`config.mk`:
```
export PLATFORM = sky130hd
export DESIGN_NAME = clkdiv_gen
export DESIGN_NICKNAME = d
export VERILOG_FILES = /design/src/rtl/clkdiv_pkg.sv /design/src/rtl/clkdiv_chan.sv /design/src/rtl/clkdiv_gen.sv
export SDC_FILE = /design/constraint.sdc
export NUM_CORES = 1
export LEC_CHECK = 0
export ABC_AREA = 1
export CORE_MARGIN = 8
export CORE_UTILIZATION = 25
export CTS_BUF_LIST = sky130_fd_sc_hd__clkbuf_16
export DETAILED_ROUTE_END_ITERATION = 10
export GPL_ROUTABILITY_DRIVEN = 1
export MAX_ROUTING_LAYER = met4
export PLACE_DENSITY_LB_ADDON = 0.12
export SLEW_MARGIN = 20
export SYNTH_ARGS = -nofsm -noshare
export SYNTH_HDL_FRONTEND = slang
export SYNTH_SLANG_ARGS = --single-unit
```
`constraint.sdc`:
```
create_clock -name clk_i -period 3.22 [get_ports clk_i]
set_input_delay 0.644 -clock clk_i [delete_from_list [all_inputs] [get_ports clk_i]]
set_output_delay 0.644 -clock clk_i [all_outputs]
set_load 0.01 [all_outputs]
```
`src/rtl/clkdiv_pkg.sv`:
```
`default_nettype none
// ============================================================================
// Module      : clkdiv_pkg
// Description : Shared types and helpers for the clkdiv_gen clock generator.
//               Holds the lock state encoding, the per-channel configuration
//               record and the divide-ratio clamp used by every channel.
// Revision    : 1.0 - initial release
// ============================================================================
package clkdiv_pkg;

    // Smallest divide ratio a channel will actually run at.
    localparam int MIN_DIV = 2;

    // Width of the configuration record fields. Channels use the low DIV_W
    // bits; DIV_W must not exceed this.
    localparam int c_div_w_max = 16;

    typedef enum logic [1:0] {
        S_IDLE   = 2'd0,
        S_SETTLE = 2'd1,
        S_LOCKED = 2'd2
    } lock_state_e;

    typedef struct packed {
        logic [c_div_w_max-1:0] div;
        logic [c_div_w_max-1:0] phase;
    } chan_cfg_t;

    // Ratios of 0 and 1 cannot produce a clock, so they run as MIN_DIV.
    function automatic logic [c_div_w_max-1:0] clamp_div(input logic [c_div_w_max-1:0] div_in);
        return (div_in < c_div_w_max'(MIN_DIV)) ? c_div_w_max'(MIN_DIV) : div_in;
    endfunction

endpackage
`default_nettype wire

```
`src/rtl/clkdiv_chan.sv`:
```
`default_nettype none
// ============================================================================
// Module      : clkdiv_chan
// Description : One divider channel. A modulo-div counter drives a registered
//               divided clock (high while cnt < div/2) and a one-cycle tick on
//               the last count of each period. Accepts config applies and
//               one-cycle phase steps (retard = hold, advance = +2 mod div).
//               With CLKDIV_GLITCHFREE_EN defined, a config is held pending
//               and only applied on the channel's wrap cycle.
// Revision    : 1.0 - initial release
// Ports       : clk, rst_n       reference clock, async active-low reset
//               i_standby        freeze: cnt=0, outputs low, drop pending
//               i_apply, i_cfg   config for this channel (div, start phase)
//               i_step, i_dir    phase step for this channel, 1 = retard
//               o_pending        config waiting for wrap (macro builds only)
//               o_applied        config applied this cycle (macro builds only)
//               o_clk, o_tick    registered divided clock and period strobe
// ============================================================================
module clkdiv_chan
    import clkdiv_pkg::*;
#(
    parameter int DIV_W       = 8,
    parameter int DEFAULT_DIV = 2
) (
    input  logic      clk,
    input  logic      rst_n,
    input  logic      i_standby,
    input  logic      i_apply,
    input  logic      i_step,
    input  logic      i_dir,
    input  chan_cfg_t i_cfg,
`ifdef CLKDIV_GLITCHFREE_EN
    output logic      o_pending,
    output logic      o_applied,
`endif
    output logic      o_clk,
    output logic      o_tick
);

    logic [DIV_W-1:0]       r_cnt;
    logic [DIV_W-1:0]       r_div;
    logic                   r_clk;
    logic                   r_tick;

    logic                   w_wrap;
    logic                   w_do_apply;
    chan_cfg_t              w_src;
    logic [c_div_w_max-1:0] w_new_div_full;
    logic [DIV_W-1:0]       w_new_div;
    logic [DIV_W-1:0]       w_new_cnt;
    logic [DIV_W-1:0]       w_adv_cnt;

    assign w_wrap = (r_cnt == r_div - DIV_W'(1));

`ifdef CLKDIV_GLITCHFREE_EN
    logic      r_pend;
    chan_cfg_t r_pend_cfg;

    // A fresh request landing exactly on the wrap cycle is applied at once;
    // anything else waits in r_pend for the next wrap.
    assign w_src      = r_pend ? r_pend_cfg : i_cfg;
    assign w_do_apply = (i_apply | r_pend) & w_wrap & ~i_standby;
    assign o_pending  = r_pend;
    assign o_applied  = w_do_apply;

    always_ff @(posedge clk or negedge rst_n) begin
        if (!rst_n) begin
            r_pend     <= 1'b0;
            r_pend_cfg <= '0;
        end else if (i_standby) begin
            r_pend <= 1'b0;
        end else if (w_do_apply) begin
            r_pend <= 1'b0;
        end else if (i_apply) begin
            r_pend     <= 1'b1;
            r_pend_cfg <= i_cfg;
        end
    end
`else
    assign w_src      = i_cfg;
    assign w_do_apply = i_apply & ~i_standby;
`endif

    // Range checks run at full record width so an oversized phase is never
    // mistaken for a small one after truncation.
    assign w_new_div_full = clamp_div(w_src.div);
    assign w_new_div      = DIV_W'(w_new_div_full);
    assign w_new_cnt      = (w_src.phase < w_new_div_full) ? DIV_W'(w_src.phase) : '0;

    // Advance by two with wrap; div >= 2 so div-2 never underflows.
    assign w_adv_cnt = (r_cnt >= r_div - DIV_W'(2)) ? (r_cnt - (r_div - DIV_W'(2)))
                                                    : (r_cnt + DIV_W'(2));

    always_ff @(posedge clk or negedge rst_n) begin
        if (!rst_n) begin
            r_cnt  <= '0;
            r_div  <= DIV_W'(DEFAULT_DIV);
            r_clk  <= 1'b0;
            r_tick <= 1'b0;
        end else if (i_standby) begin
            r_cnt  <= '0;
            r_clk  <= 1'b0;
            r_tick <= 1'b0;
        end else begin
            r_clk  <= (r_cnt < (r_div >> 1));
            r_tick <= w_wrap;
            if (w_do_apply) begin
                // Config takes priority over a step in the same cycle.
                r_div <= w_new_div;
                r_cnt <= w_new_cnt;
            end else if (i_step) begin
                if (!i_dir) begin
                    r_cnt <= w_adv_cnt;
                end
            end else if (w_wrap) begin
                r_cnt <= '0;
            end else begin
                r_cnt <= r_cnt + DIV_W'(1);
            end
        end
    end

    assign o_clk  = r_clk;
    assign o_tick = r_tick;

endmodule
`default_nettype wire

```
`src/rtl/clkdiv_gen.sv`:
```
`default_nettype none
// ============================================================================
// Module      : clkdiv_gen
// Description : Multi-channel clock generator. Derives NUM_CH divided clocks
//               and tick strobes from clk_i. Per-channel divide ratio and
//               start phase are loaded through a valid/ready config port;
//               channels can be stepped one cycle early/late. A lock FSM
//               reports locked_o after LOCK_CYCLES stable cycles.
//               Optional macro CLKDIV_GLITCHFREE_EN: configs are applied only
//               on the target channel's wrap cycle, ready is held low while
//               one is pending, and the lock FSM restarts at apply time.
// Revision    : 1.0 - initial release
// Ports       : clk_i, rst_ni           reference clock, async active-low reset
//               standby_i               freeze all channels, outputs low
//               cfg_valid_i/cfg_ready_o config handshake
//               cfg_ch_i, cfg_div_i, cfg_phase_i  target channel, ratio, phase
//               phasestep_i, phasesel_i, phasedir_i  step request (1 = retard)
//               clk_o, tick_o           registered divided clocks and strobes
//               locked_o                outputs stable
// ============================================================================
module clkdiv_gen
    import clkdiv_pkg::*;
#(
    parameter int NUM_CH      = 4,
    parameter int DIV_W       = 8,
    parameter int DEFAULT_DIV = 2,
    parameter int LOCK_CYCLES = 16,
    localparam int c_ch_w     = (NUM_CH > 1) ? $clog2(NUM_CH) : 1,
    localparam int c_settle_w = (LOCK_CYCLES > 1) ? $clog2(LOCK_CYCLES) : 1
) (
    input  logic              clk_i,
    input  logic              rst_ni,
    input  logic              standby_i,
    input  logic              cfg_valid_i,
    output logic              cfg_ready_o,
    input  logic [c_ch_w-1:0] cfg_ch_i,
    input  logic [DIV_W-1:0]  cfg_div_i,
    input  logic [DIV_W-1:0]  cfg_phase_i,
    input  logic              phasestep_i,
    input  logic [c_ch_w-1:0] phasesel_i,
    input  logic              phasedir_i,
    output logic [NUM_CH-1:0] clk_o,
    output logic [NUM_CH-1:0] tick_o,
    output logic              locked_o
);

    logic                  w_cfg_fire;
    logic                  w_restart;

    logic                  r_apply;
    logic [c_ch_w-1:0]     r_cfg_ch;
    chan_cfg_t             r_cfg;
    logic                  r_step;
    logic [c_ch_w-1:0]     r_step_sel;
    logic                  r_step_dir;

    lock_state_e           r_state;
    logic [c_settle_w-1:0] r_settle;

    assign w_cfg_fire = cfg_valid_i & cfg_ready_o;

`ifdef CLKDIV_GLITCHFREE_EN
    logic [NUM_CH-1:0] w_pending;
    logic [NUM_CH-1:0] w_applied;

    // The in-flight r_apply cycle also counts as pending so a second request
    // cannot overwrite r_cfg before the channel has captured it.
    assign cfg_ready_o = ~standby_i & ~r_apply & ~(|w_pending);
    assign w_restart   = |w_applied;
`else
    assign cfg_ready_o = ~standby_i;
    assign w_restart   = w_cfg_fire;
`endif

    // Accepted configs and step requests are registered here and act on the
    // channels one cycle later. Out-of-range channel numbers match no channel.
    always_ff @(posedge clk_i or negedge rst_ni) begin
        if (!rst_ni) begin
            r_apply    <= 1'b0;
            r_cfg_ch   <= '0;
            r_cfg      <= '0;
            r_step     <= 1'b0;
            r_step_sel <= '0;
            r_step_dir <= 1'b0;
        end else begin
            r_apply    <= w_cfg_fire;
            r_step     <= phasestep_i & ~standby_i;
            r_step_sel <= phasesel_i;
            r_step_dir <= phasedir_i;
            if (w_cfg_fire) begin
                r_cfg_ch <= cfg_ch_i;
                r_cfg    <= '{div: c_div_w_max'(cfg_div_i), phase: c_div_w_max'(cfg_phase_i)};
            end
        end
    end

    for (genvar c = 0; c < NUM_CH; c++) begin : g_chan
        clkdiv_chan #(
            .DIV_W       (DIV_W),
            .DEFAULT_DIV (DEFAULT_DIV)
        ) u_chan (
            .clk       (clk_i),
            .rst_n     (rst_ni),
            .i_standby (standby_i),
            .i_apply   (r_apply && (r_cfg_ch == c_ch_w'(c))),
            .i_step    (r_step && (r_step_sel == c_ch_w'(c))),
            .i_dir     (r_step_dir),
            .i_cfg     (r_cfg),
`ifdef CLKDIV_GLITCHFREE_EN
            .o_pending (w_pending[c]),
            .o_applied (w_applied[c]),
`endif
            .o_clk     (clk_o[c]),
            .o_tick    (tick_o[c])
        );
    end

    // Lock FSM. Phase steps deliberately do not feed w_restart.
    always_ff @(posedge clk_i or negedge rst_ni) begin
        if (!rst_ni) begin
            r_state  <= S_IDLE;
            r_settle <= '0;
        end else if (standby_i) begin
            r_state  <= S_IDLE;
            r_settle <= '0;
        end else begin
            case (r_state)
                S_IDLE: begin
                    r_state  <= S_SETTLE;
                    r_settle <= '0;
                end
                S_SETTLE: begin
                    if (w_restart) begin
                        r_settle <= '0;
                    end else if (r_settle == c_settle_w'(LOCK_CYCLES - 1)) begin
                        r_state <= S_LOCKED;
                    end else begin
                        r_settle <= r_settle + c_settle_w'(1);
                    end
                end
                S_LOCKED: begin
                    if (w_restart) begin
                        r_state  <= S_SETTLE;
                        r_settle <= '0;
                    end
                end
                default: begin
                    r_state  <= S_IDLE;
                    r_settle <= '0;
                end
            endcase
        end
    end

    assign locked_o = (r_state == S_LOCKED);

endmodule
`default_nettype wire
```
==> results.json <==
{
  "status": "finished, final reports clean",
  "synthFlopType": "dfrtp_1",
  "cp_data_required_time_ps": 3480,
  "leakagePower_nw": 5.36,
  "synthCells": 1411,
  "criticalPathCategory": "register to register",
  "crit_arrival_ps": 3190,
  "cts_buffers": 9,
  "synth-edff-count": 0,
  "async_reset_ff_share_pct": 100,
  "remaining_drc_errors": 0,
  "start_util_pct": 25.1,
  "yosysSeqAreaShare_pct": 27.0,
  "drt_wl_total_mm": 32.3,
  "synth_largest_area_cell": "dfrtp_1",
  "clk_path_buf_depth": 2,
  "period_share_pct": 91.0,
  "relSlewSlack_pct": 61.8,
  "worst_pin_slew_ps": 571,
  "ant_nets": 0,
  "pwr-share-clk_pct": 17.3,
  "chipHeight_um": 210,
  "r2r_start": "g_chan[1].u_chan.r_div[1]$_DFFE_PN1P_",
  "min_path_type": "input pin to asynchronous set/reset pin",
  "grt_start_max_net_pins": 39,
  "min_period_ps": 2930,
  "p_switching_mw": 3.32,
  "rsz0062_at_grt": "no",
  "fin_nets": 1569,
  "cts_tree": "done",
  "powerDensity_nw_per_um2": 642,
  "cts_sinks": 101,
  "startpoint_type": "register",
  "yosys_warnings": 0,
  "io_buffers": 35,
  "gr-usage-all-layers_pct": 15.5,
  "drv_cap": 0,
  "fp.dieW_um": 210,
  "clkLatencyLatePin_ps": 370,
  "dp_hpwl_mm": 25.1,
  "cts_root_buf": "clkbuf_16",
  "drt_iter0_markers": 564,
  "gr-total-overflow": 0,
  "internal_power_mw": 3.57,
  "vias": 9019,
  "syn-cell-area_um2": 9380,
  "cp_max_fo": 11,
  "drt-vias-per-instance": 4.66,
  "yosysTopAreaCellShare_pct": 25.9,
  "avgSynthCellArea_um2": 6.65,
  "fin_setup_tns_ps": 0,
  "syn2layout_area_growth_pct": 14.4,
  "ir_drop_uv": 280,
  "grt_antenna_before_repair": 0,
  "yosys-top-cells-count": "446 x nand2_1, 165 x nand3_1, 151 x inv_1, 103 x nor2_1, 97 x dfrtp_1",
  "ctsHtreeMaxLevel": 3,
  "boundaryPins": 36,
  "drv_slew": 0,
  "synth_nets": 1525,
  "wl_per_cell_um": 16.7,
  "first_pass_iters": 5,
  "ys_ff_latch": 101,
  "r2r_slack_ps": 290,
  "post-synth-top-count-cell": "nand2_1",
  "dieArea_um2": 44000,
  "combPwrFrac_pct": 56.2,
  "grt_pass1_vias": 8939,
  "std_cell_rows": 71,
  "clkTransAtPathRegs_ps": 80,
  "num_antenna_cells": 0,
  "p_seq_share_pct": 26.5,
  "synth_area_leaders": "dfrtp_1 26%, nand2_1 18%, ha_1 11%",
  "layout-drive-gt1-share_pct": 7.19,
  "cp-end-kind": "register",
  "synth.distinct_cells": 42,
  "sw_frac_of_total_pct": 48.2,
  "fill_cells": 4176,
  "crit-reg2reg-capture": "g_chan[1].u_chan.r_cnt[6]$_DFFE_PN0P_",
  "placed_area_um2": 10400,
  "finalHoldViolations": 0,
  "gp_congestion": 0.877,
  "fin_area_um2": 10700,
  "rr_worst_depth": 14,
  "grt_first_pass_wirelength_mm": 51.8,
  "hold_buffers": 0,
  "core_um2": 37300,
  "skew_ps": 12.8,
  "setup_viol": 0,
  "max_freq_ghz": 0.341
}
## how the worst max path moves through the flow
stage	from	end	slack, ps	cells past startpoint
5_1_grt	g_chan[2].u_chan.r_div[1]$_DFFE_PN1P_	g_chan[2].u_chan.r_cnt[2]$_DFFE_PN0P_	10	12
3_5_place_dp	g_chan[0].u_chan.r_div[1]$_DFFE_PN1P_	g_chan[0].u_chan.r_cnt[5]$_DFFE_PN0P_	150	14
4_1_cts	g_chan[0].u_chan.r_div[1]$_DFFE_PN1P_	g_chan[0].u_chan.r_cnt[4]$_DFFE_PN0P_	140	12
3_3_place_gp	g_chan[0].u_chan.r_div[1]$_DFFE_PN1P_	g_chan[0].u_chan.r_cnt[4]$_DFFE_PN0P_	170	12
6_report	g_chan[1].u_chan.r_div[1]$_DFFE_PN1P_	g_chan[1].u_chan.r_cnt[6]$_DFFE_PN0P_	290	14
2_1_floorplan	g_chan[2].u_chan.r_div[1]$_DFFE_PN1P_	g_chan[2].u_chan.r_cnt[3]$_DFFE_PN0P_	620	13
## state kept, by name (all words and copies together), names as in the netlist
register	flops
g_chan.u_chan.r_cnt	32
r_step_sel	2
r_step	1
g_chan.u_chan.o_clk	4
r_step_dir	1
r_apply	1
r_settle	4
g_chan.u_chan.o_tick	4
r_cfg	16
r_cfg_ch	2
r_state	2
g_chan.u_chan.r_div	32
## cells in the final DEF (no fill, tap or decap), types with 2 or more instances in the layout
cell type / synthesis / layout
fa_1: 4 / 4
nor3_2: 2 / 3
nand4_1: 22 / 22
nor3_1: 11 / 10
xnor2_1: 26 / 26
o211ai_1: 8 / 8
clkinv_2: 1 / 3
inv_1: 151 / 151
o22ai_1: 2 / 2
a31oi_1: 5 / 5
a21oi_1: 62 / 62
or2_0: 2 / 2
buf_4: 8 / 41
nand3_2: 3 / 3
inv_2: 13 / 13
o21bai_1: 5 / 5
nand3_1: 165 / 165
dfstp_2: 4 / 4
nand2_2: 2 / 4
nand2_1: 446 / 443
o21ai_0: 63 / 63
inv_6: 0 / 2
clkdlybuf4s50_1: 0 / 34
nand3b_1: 4 / 4
nor3_4: 3 / 3
ha_1: 84 / 83
nor2_2: 3 / 4
clkinv_1: 2 / 2
xor2_1: 51 / 51
clkbuf_16: 0 / 9
or2_2: 7 / 7
a211oi_1: 4 / 4
nor2_1: 103 / 102
o21ai_2: 2 / 2
dfrtp_1: 97 / 97
o21a_1: 7 / 7
## through the flow
step           cells  worst slack, ps  util [%]  hold WS, ps  total power, mW
3_3_place_gp    1918              168      27.9          495             5.74
5_1_grt         1934             10.6      28.8          288             7.64
2_1_floorplan   1411              624         -          348             4.64
3_5_place_dp    1918              153      27.9          500             5.71
6_report        1934              291      28.8          252             6.89
4_1_cts         1934              136      28.7          273             6.97
## cells by family (layout without fill, tap and decap cells)
| kind of cell | after synthesis | count (layout) | synth area share (%) |
|---|---|---|---|
| compound gates | 159 | 159 | 9.37 |
| buf+inv | 209 | 258 | 8.95 |
| xor+xnor | 77 | 77 | 7.19 |
| flops | 101 | 101 | 27.0 |
| fa+ha+maj | 88 | 88 | 12.1 |
| simple gates | 777 | 777 | 35.4 |
## critical path, stage by stage (launching register included)
cell     delay, ps
dfstp_2        550
inv_1          150
ha_1           310
xnor2_1        160
ha_1           340
a21oi_1        200
nand2_1        100
o21ai_0        250
nand2_2        200
inv_1          190
nand2_1         80
nand3_1         90
nand3_1         70
nand3_1        100
nand2_1         50
## power by group through the flow
stage,Combinational (mW),Sequential (mW),Clock [mW]
5_1_grt,4.48,1.87,1.29
2_1_floorplan,2.90,1.74,0
6_report,3.87,1.83,1.19
3_5_place_dp,3.87,1.84,0
4_1_cts,3.89,1.83,1.25
3_3_place_gp,3.88,1.86,0
## per-layer routing
metal	global-route usage (%)	wire length, um	up-vias
met3	2.15	1130	25
met1	20.9	16100	4171
li1	-	-	4655
met4	3.28	537	0
met2	24.5	14500	168
met5	-	0	-
## area by class of cell
cell class                      instances  area (um^2)  share of cell area (%)
Clock inverter                          7         73.8                   0.688
Inverter                              167          628                    5.85
Timing Repair Buffer                   75          648                    6.04
Clock buffer                            9          225                    2.10
Sequential cell                       101         2530                    23.6
Tap cell                              474          593                    5.53
Multi-Input combinational cell       1101         6030                    56.2
## what timing repair did
action	CTS	global route
buffers inserted	0	0
gates resized for setup	0	5
endpoints found under the setup margin	0	17
(Power assumes the default switching activity.)
